File: src/rtl/arinc_tx_scheduler_if.sv
// Requester and encoder signal bundle for arinc_tx_scheduler.
// The master side is the environment (requesters and encoder); the slave side is the scheduler.
interface arinc_tx_scheduler_if #(
    parameter int NREQ = 4
);
    logic [NREQ-1:0]      req;
    logic [32*NREQ-1:0]   word;
    logic [NREQ-1:0]      ack;
    logic                 speed_req;
    logic [31:0]          enc_data;
    logic                 enc_load;
    logic                 enc_speed;
    logic                 enc_busy;
    logic [2:0]           grant_id;
    logic                 sched_busy;
    logic                 timeout_err;
    logic                 err_clr;

    modport master (
        output req, word, speed_req, enc_busy, err_clr,
        input  ack, enc_data, enc_load, enc_speed, grant_id, sched_busy, timeout_err
    );

    modport slave (
        input  req, word, speed_req, enc_busy, err_clr,
        output ack, enc_data, enc_load, enc_speed, grant_id, sched_busy, timeout_err
    );
endinterface

File: src/rtl/arinc_tx_scheduler.sv
// Round-robin scheduler feeding one ARINC 429 encoder from NREQ word requesters.
// Optional macro ARINC_TX_PARITY_EN: replace bit 31 of each captured word with odd parity of bits [30:0].
module arinc_tx_scheduler #(
    parameter int NREQ       = 4,
    parameter int GAP_CYCLES = 16,
    parameter int TIMEOUT    = 1023
) (
    input logic                 clk,
    input logic                 clr,
    arinc_tx_scheduler_if.slave bus
);
    localparam int          IW          = (NREQ > 1) ? $clog2(NREQ) : 1;
    localparam logic [15:0] TIMEOUT_LIM = 16'(TIMEOUT);
    localparam logic [15:0] GAP_LAST    = (GAP_CYCLES > 0) ? 16'(GAP_CYCLES - 1) : 16'd0;

    typedef enum logic [1:0] {IDLE, LOAD, SEND, GAP} state_t;

    state_t          state;
    logic [15:0]     cnt;
    logic            busy_s1, busy_s2, busy_d;
    logic [NREQ-1:0] ack;
    logic [31:0]     enc_data;
    logic            enc_load, enc_speed, sched_busy, timeout_err;
    logic [2:0]      grant_id;

    logic            sel_valid;
    logic [2:0]      sel_idx;
    logic [IW:0]     cand;
    logic [31:0]     sel_word;
    logic            busy_rise, busy_fall;

    function automatic logic [15:0] sat_inc(input logic [15:0] v);
        return (v == 16'hFFFF) ? v : v + 16'd1;
    endfunction

    function automatic logic [31:0] format_word(input logic [31:0] w);
`ifdef ARINC_TX_PARITY_EN
        return {~^w[30:0], w[30:0]};
`else
        return w;
`endif
    endfunction

    // Search starts one past the last grant so every requester gets a turn.
    always_comb begin
        sel_valid = 1'b0;
        sel_idx   = 3'd0;
        cand      = '0;
        for (int k = 1; k <= NREQ; k++) begin
            cand = (IW+1)'(grant_id) + (IW+1)'(k);
            if (cand >= (IW+1)'(NREQ))
                cand = cand - (IW+1)'(NREQ);
            if (!sel_valid && bus.req[cand[IW-1:0]]) begin
                sel_valid = 1'b1;
                sel_idx   = 3'(cand[IW-1:0]);
            end
        end
    end

    always_comb begin
        sel_word = '0;
        for (int i = 0; i < NREQ; i++)
            if (sel_idx == 3'(i))
                sel_word = bus.word[32*i +: 32];
    end

    assign busy_rise = busy_s2 & ~busy_d;
    assign busy_fall = ~busy_s2 & busy_d;

    always_ff @(posedge clk or negedge clr) begin
        if (!clr) begin
            state       <= IDLE;
            cnt         <= '0;
            busy_s1     <= 1'b0;
            busy_s2     <= 1'b0;
            busy_d      <= 1'b0;
            ack         <= '0;
            enc_data    <= '0;
            enc_load    <= 1'b0;
            enc_speed   <= 1'b1;
            grant_id    <= 3'(NREQ - 1);
            sched_busy  <= 1'b0;
            timeout_err <= 1'b0;
        end else begin
            busy_s1 <= bus.enc_busy;
            busy_s2 <= busy_s1;
            busy_d  <= busy_s2;
            ack     <= '0;
            // A timeout set below overrides a same-cycle clear.
            if (bus.err_clr)
                timeout_err <= 1'b0;
            case (state)
                IDLE: begin
                    if (!busy_s2)
                        enc_speed <= bus.speed_req;
                    if (sel_valid) begin
                        enc_data   <= format_word(sel_word);
                        ack        <= NREQ'(1) << sel_idx;
                        grant_id   <= sel_idx;
                        enc_load   <= 1'b1;
                        sched_busy <= 1'b1;
                        cnt        <= '0;
                        state      <= LOAD;
                    end
                end
                LOAD: begin
                    if (busy_rise) begin
                        enc_load <= 1'b0;
                        cnt      <= '0;
                        state    <= SEND;
                    end else if (cnt == TIMEOUT_LIM) begin
                        timeout_err <= 1'b1;
                        enc_load    <= 1'b0;
                        cnt         <= '0;
                        state       <= GAP;
                    end else begin
                        cnt <= sat_inc(cnt);
                    end
                end
                SEND: begin
                    if (busy_fall) begin
                        cnt   <= '0;
                        state <= GAP;
                    end else begin
                        cnt <= sat_inc(cnt);
                    end
                end
                GAP: begin
                    if (cnt >= GAP_LAST) begin
                        sched_busy <= 1'b0;
                        cnt        <= '0;
                        state      <= IDLE;
                    end else begin
                        cnt <= sat_inc(cnt);
                    end
                end
                default: state <= IDLE;
            endcase
        end
    end

    assign bus.ack         = ack;
    assign bus.enc_data    = enc_data;
    assign bus.enc_load    = enc_load;
    assign bus.enc_speed   = enc_speed;
    assign bus.grant_id    = grant_id;
    assign bus.sched_busy  = sched_busy;
    assign bus.timeout_err = timeout_err;
endmodule

File: src/flat_wrapper.sv
// flat-port wrapper written by rule: the top's interface ports become plain ports
module arinc_tx_scheduler_flat 
#(
    parameter int NREQ       = 4,
    parameter int GAP_CYCLES = 16,
    parameter int TIMEOUT    = 1023
)
  (clk, clr, bus_req, bus_word, bus_speed_req, bus_enc_busy, bus_err_clr, bus_ack, bus_enc_data, bus_enc_load, bus_enc_speed, bus_grant_id, bus_sched_busy, bus_timeout_err);
  arinc_tx_scheduler_if #(.NREQ(NREQ)) bus_i ();
  input logic clk;
  input logic clr;
  input wire logic [$bits(bus_i.req)-1:0] bus_req;
  input wire logic [$bits(bus_i.word)-1:0] bus_word;
  input wire logic [$bits(bus_i.speed_req)-1:0] bus_speed_req;
  input wire logic [$bits(bus_i.enc_busy)-1:0] bus_enc_busy;
  input wire logic [$bits(bus_i.err_clr)-1:0] bus_err_clr;
  output wire logic [$bits(bus_i.ack)-1:0] bus_ack;
  output wire logic [$bits(bus_i.enc_data)-1:0] bus_enc_data;
  output wire logic [$bits(bus_i.enc_load)-1:0] bus_enc_load;
  output wire logic [$bits(bus_i.enc_speed)-1:0] bus_enc_speed;
  output wire logic [$bits(bus_i.grant_id)-1:0] bus_grant_id;
  output wire logic [$bits(bus_i.sched_busy)-1:0] bus_sched_busy;
  output wire logic [$bits(bus_i.timeout_err)-1:0] bus_timeout_err;
  assign bus_i.req = bus_req;
  assign bus_i.word = bus_word;
  assign bus_i.speed_req = bus_speed_req;
  assign bus_i.enc_busy = bus_enc_busy;
  assign bus_i.err_clr = bus_err_clr;
  assign bus_ack = bus_i.ack;
  assign bus_enc_data = bus_i.enc_data;
  assign bus_enc_load = bus_i.enc_load;
  assign bus_enc_speed = bus_i.enc_speed;
  assign bus_grant_id = bus_i.grant_id;
  assign bus_sched_busy = bus_i.sched_busy;
  assign bus_timeout_err = bus_i.timeout_err;
  arinc_tx_scheduler #(.NREQ(NREQ), .GAP_CYCLES(GAP_CYCLES), .TIMEOUT(TIMEOUT)) u_core (.clk(clk), .clr(clr), .bus(bus_i));
endmodule
File: config.mk
export PLATFORM = sky130hd
export DESIGN_NAME = arinc_tx_scheduler_flat
export DESIGN_NICKNAME = d
export VERILOG_FILES = /design/src/rtl/arinc_tx_scheduler_if.sv /design/src/rtl/arinc_tx_scheduler.sv /design/src/flat_wrapper.sv
export SDC_FILE = /design/constraint.sdc
export NUM_CORES = 1
export LEC_CHECK = 0
export CAP_MARGIN = 20
export CORE_UTILIZATION = 45
export CTS_CLUSTER_DIAMETER = 50
export CTS_CLUSTER_SIZE = 8
export DETAILED_ROUTE_END_ITERATION = 6
export PLACE_DENSITY_LB_ADDON = 0.2
export SYNTH_ARGS = -nofsm -noshare
export SYNTH_HDL_FRONTEND = slang
export SYNTH_SLANG_ARGS = --single-unit
File: constraint.sdc
create_clock -name clk -period 4.28 [get_ports clk]
set_input_delay 1.284 -clock clk [delete_from_list [all_inputs] [get_ports clk]]
set_output_delay 1.284 -clock clk [all_outputs]
set_load 0.05 [all_outputs]
==> flow_summary.ini, run 1 <==
[grt]
grt_pass1_vias = 3554
grt_pass1_wl_um = 17900
grt_max_degree = 43
antenna_found_initial = 0
grtUsageTotal_pct = 26.8
grt-ovfl-total = 0

[cts]
cts_tree = yes
hold_buffers = 0
cts.sinks = 63
root_buffer = clkbuf_8
clk_latency_ps = 340
htreeDepth = 3
clockBufferDepth = 2
clkTransAtPathRegs_ps = 70
postCtsSetupBuffers = 0
cts_resized = 0
cts_buffers = 9

[placement]
dpl.hpwl_um = 8940
portBuffers = 178
place_congestion = 0.849

[sta]
report.final.slew_viol_count = 0
rsz0062_at_grt = no
setup_viol = 0
finalSetupTns_ps = 0
hold_viol = 0
relSlewSlack_pct = 32.3
skew_ps = 8.92
post-route-min-period_ps = 3300
period_share_pct = 77.1
max_slew.worst_pin.slew_ps = 1020
fmax_mhz = 303

[logic_synthesis]
synth_edf_count = 0
avgSynthCellArea_um2 = 12.6
post_synth_inst_count = 309
ys_ff_latch = 63
ys_types = 57
ys_warn_count = 0
synthFlopType = dfrtp_1
syn-num-nets = 451
async_flop_share_pct = 100
syn_area_um2 = 3910
yosysSeqAreaShare_pct = 40.4

[layout]
diodes = 0
multi_input_area_um2 = 2160
final_util_pct = 72.5
area_delta_synth_final_pct = 54.1
drive_gt1_share_pct = 22.1
nNetsFinal = 631
final_cell_mix = clkdlybuf4s50_1, dfrtp_1, mux4_2
fillers = 564
regArea_um2 = 1580
final_common_cell = clkdlybuf4s50_1

[worst_setup_path]
crit_arrival_ps = 3520
rr_startpoint = u_core.cnt[0]
critPathCaptureType = flop
path_max_fanout = 12
criticalPathCategory = input pin to flop
crit_path_start_kind = input pin
worstPathRequired_ps = 4500
crit_start = bus_req[3]

[die]
die_w_um = 95.2
core_um2 = 8300
start_util_pct = 47.1
die-area_um2 = 9060
die_y_um = 95.2
rows = 33
boundaryPins = 180

[drt]
first_iter_violations = 181
wl_um = 11500
ant_nets = 0
drc = 0
wl_per_cell_um = 19.2
drt_pass1_iterations = 5
post_drt_via_cell_ratio = 5.75
vias = 3443

[power_and_ir_drop]
power_density_nw_per_um2 = 667
cellLeakagePower_nw = 2.33
irDropWorstVdd_mv = 0.391

[min_path]
hp-class = flop to flop
hp-start = u_core.busy_s1

[status]
outcome = finished, final reports clean

[run]
cap_violations = 0
==> final timing paths <==
| path | to | slack [ps] | cells past startpoint |
|---|---|---|---|
| max reg2reg | u_core.cnt[8] | 1460 | 6 |
| min in group asynchronous | u_core.cnt[11] | 900 | 1 |
| min | u_core.busy_s2 | 370 | 0 |
| max | u_core.bus.enc_data[16] | 980 | 6 |
| min reg2reg | u_core.busy_s2 | 370 | 0 |
| max in group asynchronous | u_core.bus.grant_id[0] | 2450 | 2 |
==> cell type report <==
cell class | instances | area share, %
tap | 105 | 2.18
timing repair buffer | 189 | 31.7
clock buffer | 10 | 2.12
sequential | 63 | 26.3
multi-input combinational | 212 | 35.8
clock inverter | 6 | 1.02
inverter | 14 | 0.873
==> cell families after synthesis <==
group	after synthesis	synth area share, %
AO/OA/AOI/OAI	64	12.7
adder cells (fa/ha/maj)	5	1.60
buffers and inverters	34	4.64
flip-flops	63	40.4
multiplexers	66	30.2
other	1	0.0960
AND/OR/NAND/NOR	76	10.3
==> per-stage QoR <==
step | std cells | worst slack (ps) | power, mW | hold WS, ps | area (um^2)
after floorplan | 309 | 1380 | 2.72 | 331 | 3910
after global placement | 583 | 698 | 3.47 | 347 | 5830
after detailed placement | 583 | 600 | 3.52 | 343 | 5830
after CTS | 599 | 963 | 4.03 | 378 | 6020
after global routing | 599 | 906 | 4.21 | 381 | 6020
final | 599 | 982 | 4.01 | 374 | 6020
==> flip-flops by register name, summed over array words and instances (netlist names) <==
name and flops:
u_core.busy_s2 1, u_core.busy_s1 1, u_core.bus.enc_speed 1, u_core.bus.ack 4, u_core.busy_d 1, u_core.bus.grant_id 2
u_core.cnt 16, u_core.state 2, u_core.bus.enc_load 1, u_core.bus.enc_data 32, u_core.bus.timeout_err 1, u_core.bus.sched_busy 1
==> critical path, cell delays in order <==
cell	delay, ps
clkdlybuf4s50_1	580
a31oi_2	140
a21oi_4	490
buf_12	230
mux4_2	510
mux2_2	280
==> per-layer routing <==
metal | global-route usage (%) | share of wire, % | vias up | routed length [um]
met5 | 0 | 0 | - | 0
met4 | 13.0 | 4.0 | 0 | 455
met3 | 9.33 | 8.3 | 30 | 958
met2 | 42.5 | 49 | 143 | 5660
met1 | 32.5 | 38 | 1696 | 4420
li1 | - | - | 1574 | -
==> Yosys cell counts, drive strengths merged, types with 5 or more instances <==
| library cell | instances | share of area, % |
|---|---|---|
| a21oi | 7 | 1.3 |
| buf | 15 | 2.8 |
| clkbuf | 5 | 0.48 |
| dfrtp | 60 | 38 |
| ha | 5 | 1.6 |
| inv | 14 | 1.3 |
| mux2 | 33 | 11 |
| mux4 | 32 | 19 |
| nand2 | 21 | 2.0 |
| nand2b | 5 | 0.80 |
| nand3 | 11 | 1.5 |
| nor2 | 14 | 1.5 |
| nor3 | 6 | 0.90 |
| o2111ai | 9 | 2.0 |
| o211ai | 13 | 2.5 |
| o21ai | 10 | 1.4 |
==> power by group <==
group          leakage [nW]  internal (mW)  switching (mW)
registers             0.778          0.822           0.143
clock network        0.0960          0.267           0.240
logic                  1.45           1.15            1.39
Note: power is estimated with default switching activity, not from simulation.
==> run 2, diff against run 1 <==
--- a/config.mk
+++ b/config.mk
@@ -6,7 +6,7 @@
 export NUM_CORES = 1
 export LEC_CHECK = 0
 export CAP_MARGIN = 20
-export CORE_UTILIZATION = 45
+export CORE_UTILIZATION = 42
 export CTS_CLUSTER_DIAMETER = 50
 export CTS_CLUSTER_SIZE = 8
 export DETAILED_ROUTE_END_ITERATION = 6
==> constraint.sdc (replaced) <==
create_clock -name clk -period 3.2 [get_ports clk]
set_input_delay 0.96 -clock clk [delete_from_list [all_inputs] [get_ports clk]]
set_output_delay 0.96 -clock clk [all_outputs]
set_load 0.05 [all_outputs]
==> run 2 against run 1 <==
Design area is 0.89% higher. Combinational power grew 32%. Core utilization shrank 3.9 points. Clock-buffer cell count is 1 lower. Wire length is 8.0% lower. Die area increased by 7.0%. Setup slack worse by 580 ps. Register-to-register slack worse by 680 ps.
==> flow_summary.ini, run 2 (synthesis results as in run 1) <==
[die]
core_um2 = 8850
die_w_um = 98.5
rows = 34
die-area_um2 = 9690
start_util_pct = 44.2
die_y_um = 98.5
boundaryPins = 180

[grt]
grtUsageTotal_pct = 23.8
grt_pass1_wl_um = 17800
grt_max_degree = 38
antenna_found_initial = 0
grt_pass1_vias = 3555
grt-ovfl-total = 0

[drt]
wl_per_cell_um = 17.5
drt_pass1_iterations = 6
vias = 3397
first_iter_violations = 295
ant_nets = 0
post_drt_via_cell_ratio = 5.62
wl_um = 10600
drc = 0

[layout]
nNetsFinal = 633
drive_gt1_share_pct = 22.4
regArea_um2 = 1580
diodes = 0
final_cells = 604
fillers = 664
final_common_cell = clkdlybuf4s50_1
final_cell_mix = clkdlybuf4s50_1, dfrtp_1, mux4_2
largest_reg_flops = 32
largest_register = u_core.bus.enc_data
multi_input_area_um2 = 2150
final_util_pct = 68.6
top_regs = u_core.bus.enc_data (32), u_core.cnt (16), u_core.bus.ack (4)
area_delta_synth_final_pct = 55.4

[cts]
cts_tree = yes
cts_buffers = 9
root_buffer = clkbuf_8
cts_resized = 0
clk_latency_ps = 350
clkTransAtPathRegs_ps = 90
hold_buffers = 0
postCtsSetupBuffers = 0
cts.sinks = 63
clockBufferDepth = 2
htreeDepth = 3

[power_and_ir_drop]
cellLeakagePower_nw = 2.35
irDropWorstVdd_mv = 0.540
power_density_nw_per_um2 = 898

[sta]
post-route-min-period_ps = 2800
finalSetupTns_ps = 0
skew_ps = 17.6
max_slew.worst_pin.slew_ps = 831
hold_viol = 0
setup_viol = 0
hold_ws_ps = 354
report.final.slew_viol_count = 0
period_share_pct = 87.4
rsz0062_at_grt = no
fmax_mhz = 357
relSlewSlack_pct = 44.6

[worst_setup_path]
crit_chain = clkdlybuf4s50_1 -> buf_4 -> a31oi_2 -> a21oi_4 -> buf_12 -> mux4_2 -> mux2_4
path_max_fanout = 36
critPathCaptureType = flop
worstPathRequired_ps = 3420
max_stage_delay_ps = 560
crit_family = buffers and inverters
criticalPathCategory = input pin to flop
path_buf_inv = 3
crit_path_start_kind = input pin
crit_path_top_delay_cell = mux4_2
crit_arrival_ps = 3020

[placement]
dp.cells = 587
portBuffers = 178
dpl.hpwl_um = 8200
place_congestion = 0.844

[status]
outcome = finished, final reports clean

[min_path]
hp-class = flop to flop

[run]
cap_violations = 0
-- run 2: power breakdown --
| part | total (mW) | switching (mW) | internal, mW |
|---|---|---|---|
| clock network | 0.795 | 0.347 | 0.448 |
| registers | 1.30 | 0.199 | 1.10 |
| logic | 3.36 | 1.83 | 1.53 |
-- run 2: through the flow --
step | instance area, um^2 | power, mW | setup WS [ps]
floorplan | 3910 | 3.64 | 625
global placement | 5830 | 4.62 | 60.4
detailed placement | 5830 | 4.67 | 13.6
CTS | 6050 | 5.48 | 374
global route | 6070 | 5.74 | 331
finish | 6070 | 5.46 | 403
-- run 2: worst paths after layout --
check / slack, ps / from / end / cells after the start
max in group asynchronous: 1830 / clr / u_core.bus.grant_id[1] / 2
worst min register to register: 350 / u_core.busy_s1 / u_core.busy_s2 / 0
worst max-delay path: 400 / bus_req[3] / u_core.bus.enc_data[26] / 7
worst min-delay path: 350 / u_core.busy_s1 / u_core.busy_s2 / 0
worst max register to register: 780 / u_core.cnt[0] / u_core.cnt[7] / 6
min in group asynchronous: 650 / clr / u_core.bus.enc_data[15] / 1
-- run 2: final cells by class --
type                       count  area share, %
clock buffer                   9           2.04
clock inverter                 7           1.71
inverter                      14          0.865
multi-input combinational    212           35.5
sequential                    63           26.0
tap                          108           2.22
timing repair buffer         191           31.7
-- run 2: metal layers --
layer / part of all wire, % / vias up / routed length, um / track usage, %
li1: - / 1578 / - / -
met1: 38 / 1638 / 4060 / 28.3
met2: 53 / 164 / 5600 / 41.8
met3: 6.6 / 17 / 700 / 5.82
met4: 2.1 / 0 / 223 / 8.73
met5: 0 / - / 0 / 0
==> patch, RTL diff (flow settings as in run 1) <==
Re-encode `state_t` (4 states) as Gray code, 2 bits wide.
--- a/src/rtl/arinc_tx_scheduler.sv
+++ b/src/rtl/arinc_tx_scheduler.sv
@@ -14,5 +14,5 @@
     localparam logic [15:0] GAP_LAST    = (GAP_CYCLES > 0) ? 16'(GAP_CYCLES - 1) : 16'd0;
 
-    typedef enum logic [1:0] {IDLE, LOAD, SEND, GAP} state_t;
+    typedef enum logic [1:0] {IDLE = 2'b00, LOAD = 2'b01, SEND = 2'b11, GAP = 2'b10} state_t;
 
     state_t          state;
Formal check against the unedited RTL: same outputs for any inputs over 10 cycles, from zero or initial values; not proved beyond that.
==> patch against run 1 <==
- final area down 3.2%
- setup slack better by 0.018 ns
- via count up 15%
- synthesized area down 2.1%
- clock skew about the same
- total power down 6.6%
- wire length up 8.0%
- sequential cell count unchanged
==> patch: results (changes against run 1) <==
[worst_setup_path]
path_max_fanout = 10  ; -2
crit_arrival_ns = 3.48  ; -0.04 ns

[drt]
viasPerCell = 5.80  ; +0.99%
dr.pass1.iters = 4  ; -1
drt_iter0_drc = 198  ; +9.4%
vias = 3953  ; +15%
drt-wirelength-per-cell_um = 18.2  ; -5.0%

[global_routing]
grt_first_pass_wirelength_mm = 19.4  ; +8.2%
track_usage = 0.288  ; +0.0194
grt_pass1_vias = 3944  ; +11%
grt_max_degree = 44  ; +2.3%

[outcome]
outcome = finished clean

[power_and_ir_drop]
ir_worst_vdd_mv = 0.340  ; -13%
p_leak_nw = 2.28  ; -2.1%

[synth]
syn_inst = 407  ; +32%
mappedNetlistNets = 545  ; +21%
synth_common_cells = 60 x dfrtp_1, 52 x nand2_1, 44 x o21ai_0, 33 x a221o_1
yosysUniqueCellTypes = 61  ; +7.0%
yosysSeqAreaShare = 0.413  ; +0.00873
yosys-top-cells-area = dfrtp_1 39%, a221o_1 8.6%, a21oi_2 6.9%

[timing]
maxSlewHeadroom = 0.340  ; +0.0171
finalClockSkew_ns = 0.00845  ; -0.000464 ns

[layout]
fillerInstances = 649  ; +15%
drive_gt1_frac = 0.170  ; -0.0505
nNetsFinal = 710  ; +13%

[placement]
gp_congestion = 0.843  ; -0.65%
dp_cells = 666  ; +14%
dpl.hpwl_mm = 9.01  ; +0.80%

[patch: worst max-delay path, cell delays in order]
cell	delay, ns
clkdlybuf4s50_1	0.57
or4_1	0.58
nor3_2	0.38
a31oi_1	0.24
nand4_1	0.20
xor2_1	0.17
nor2_1	0.05
[patch: final timing paths]
kind / slack [ns] / cells after the start / endpoint
setup / recovery: 1.00 / 7 / u_core.cnt[5]
hold / removal: 0.35 / 0 / u_core.busy_s2
setup reg to reg: 2.03 / 7 / u_core.cnt[15]
hold reg to reg: 0.35 / 0 / u_core.busy_s2
max in group asynchronous: 2.33 / 2 / u_core.bus.grant_id[0]
min in group asynchronous: 1.11 / 1 / u_core.bus.enc_data[11]
[patch: power by group]
group / internal, mW / switching (mW)
registers: 0.808 / 0.174
clock network: 0.223 / 0.220
logic: 0.875 / 1.45
[patch: metrics by stage]
stage / util / worst slack [ns]
6_report: 0.709 / 1.00
5_1_grt: 0.709 / 0.881
4_1_cts: 0.709 / 1.04
3_5_place_dp: 0.690 / 0.699
3_3_place_gp: 0.687 / 0.538
2_1_floorplan: - / 1.50
[patch: routing by layer]
metal | vias up | track usage | routed length, um
li1 | 1846 | - | -
met1 | 1905 | 0.339 | 4810
met2 | 171 | 0.480 | 6360
met3 | 31 | 0.0785 | 905
met4 | 0 | 0.137 | 344
met5 | - | 0 | 0
[patch: cell type report]
type                            count  share of cell area
Clock buffer                       14              0.0262
Tap cell                          105              0.0225
Inverter                            4             0.00258
Timing Repair Buffer              187               0.324
Clock inverter                      1            0.000859
Multi-Input combinational cell    307               0.353
Sequential cell                    63               0.271
[patch: kinds of logic after synthesis]
kind of cell	synth area share
xor+xnor	0.0114
fa+ha+maj	0.00327
flops	0.413
other cells	0.000980
buf+inv	0.0536
mux	0.00556
compound gates	0.349
simple gates	0.163
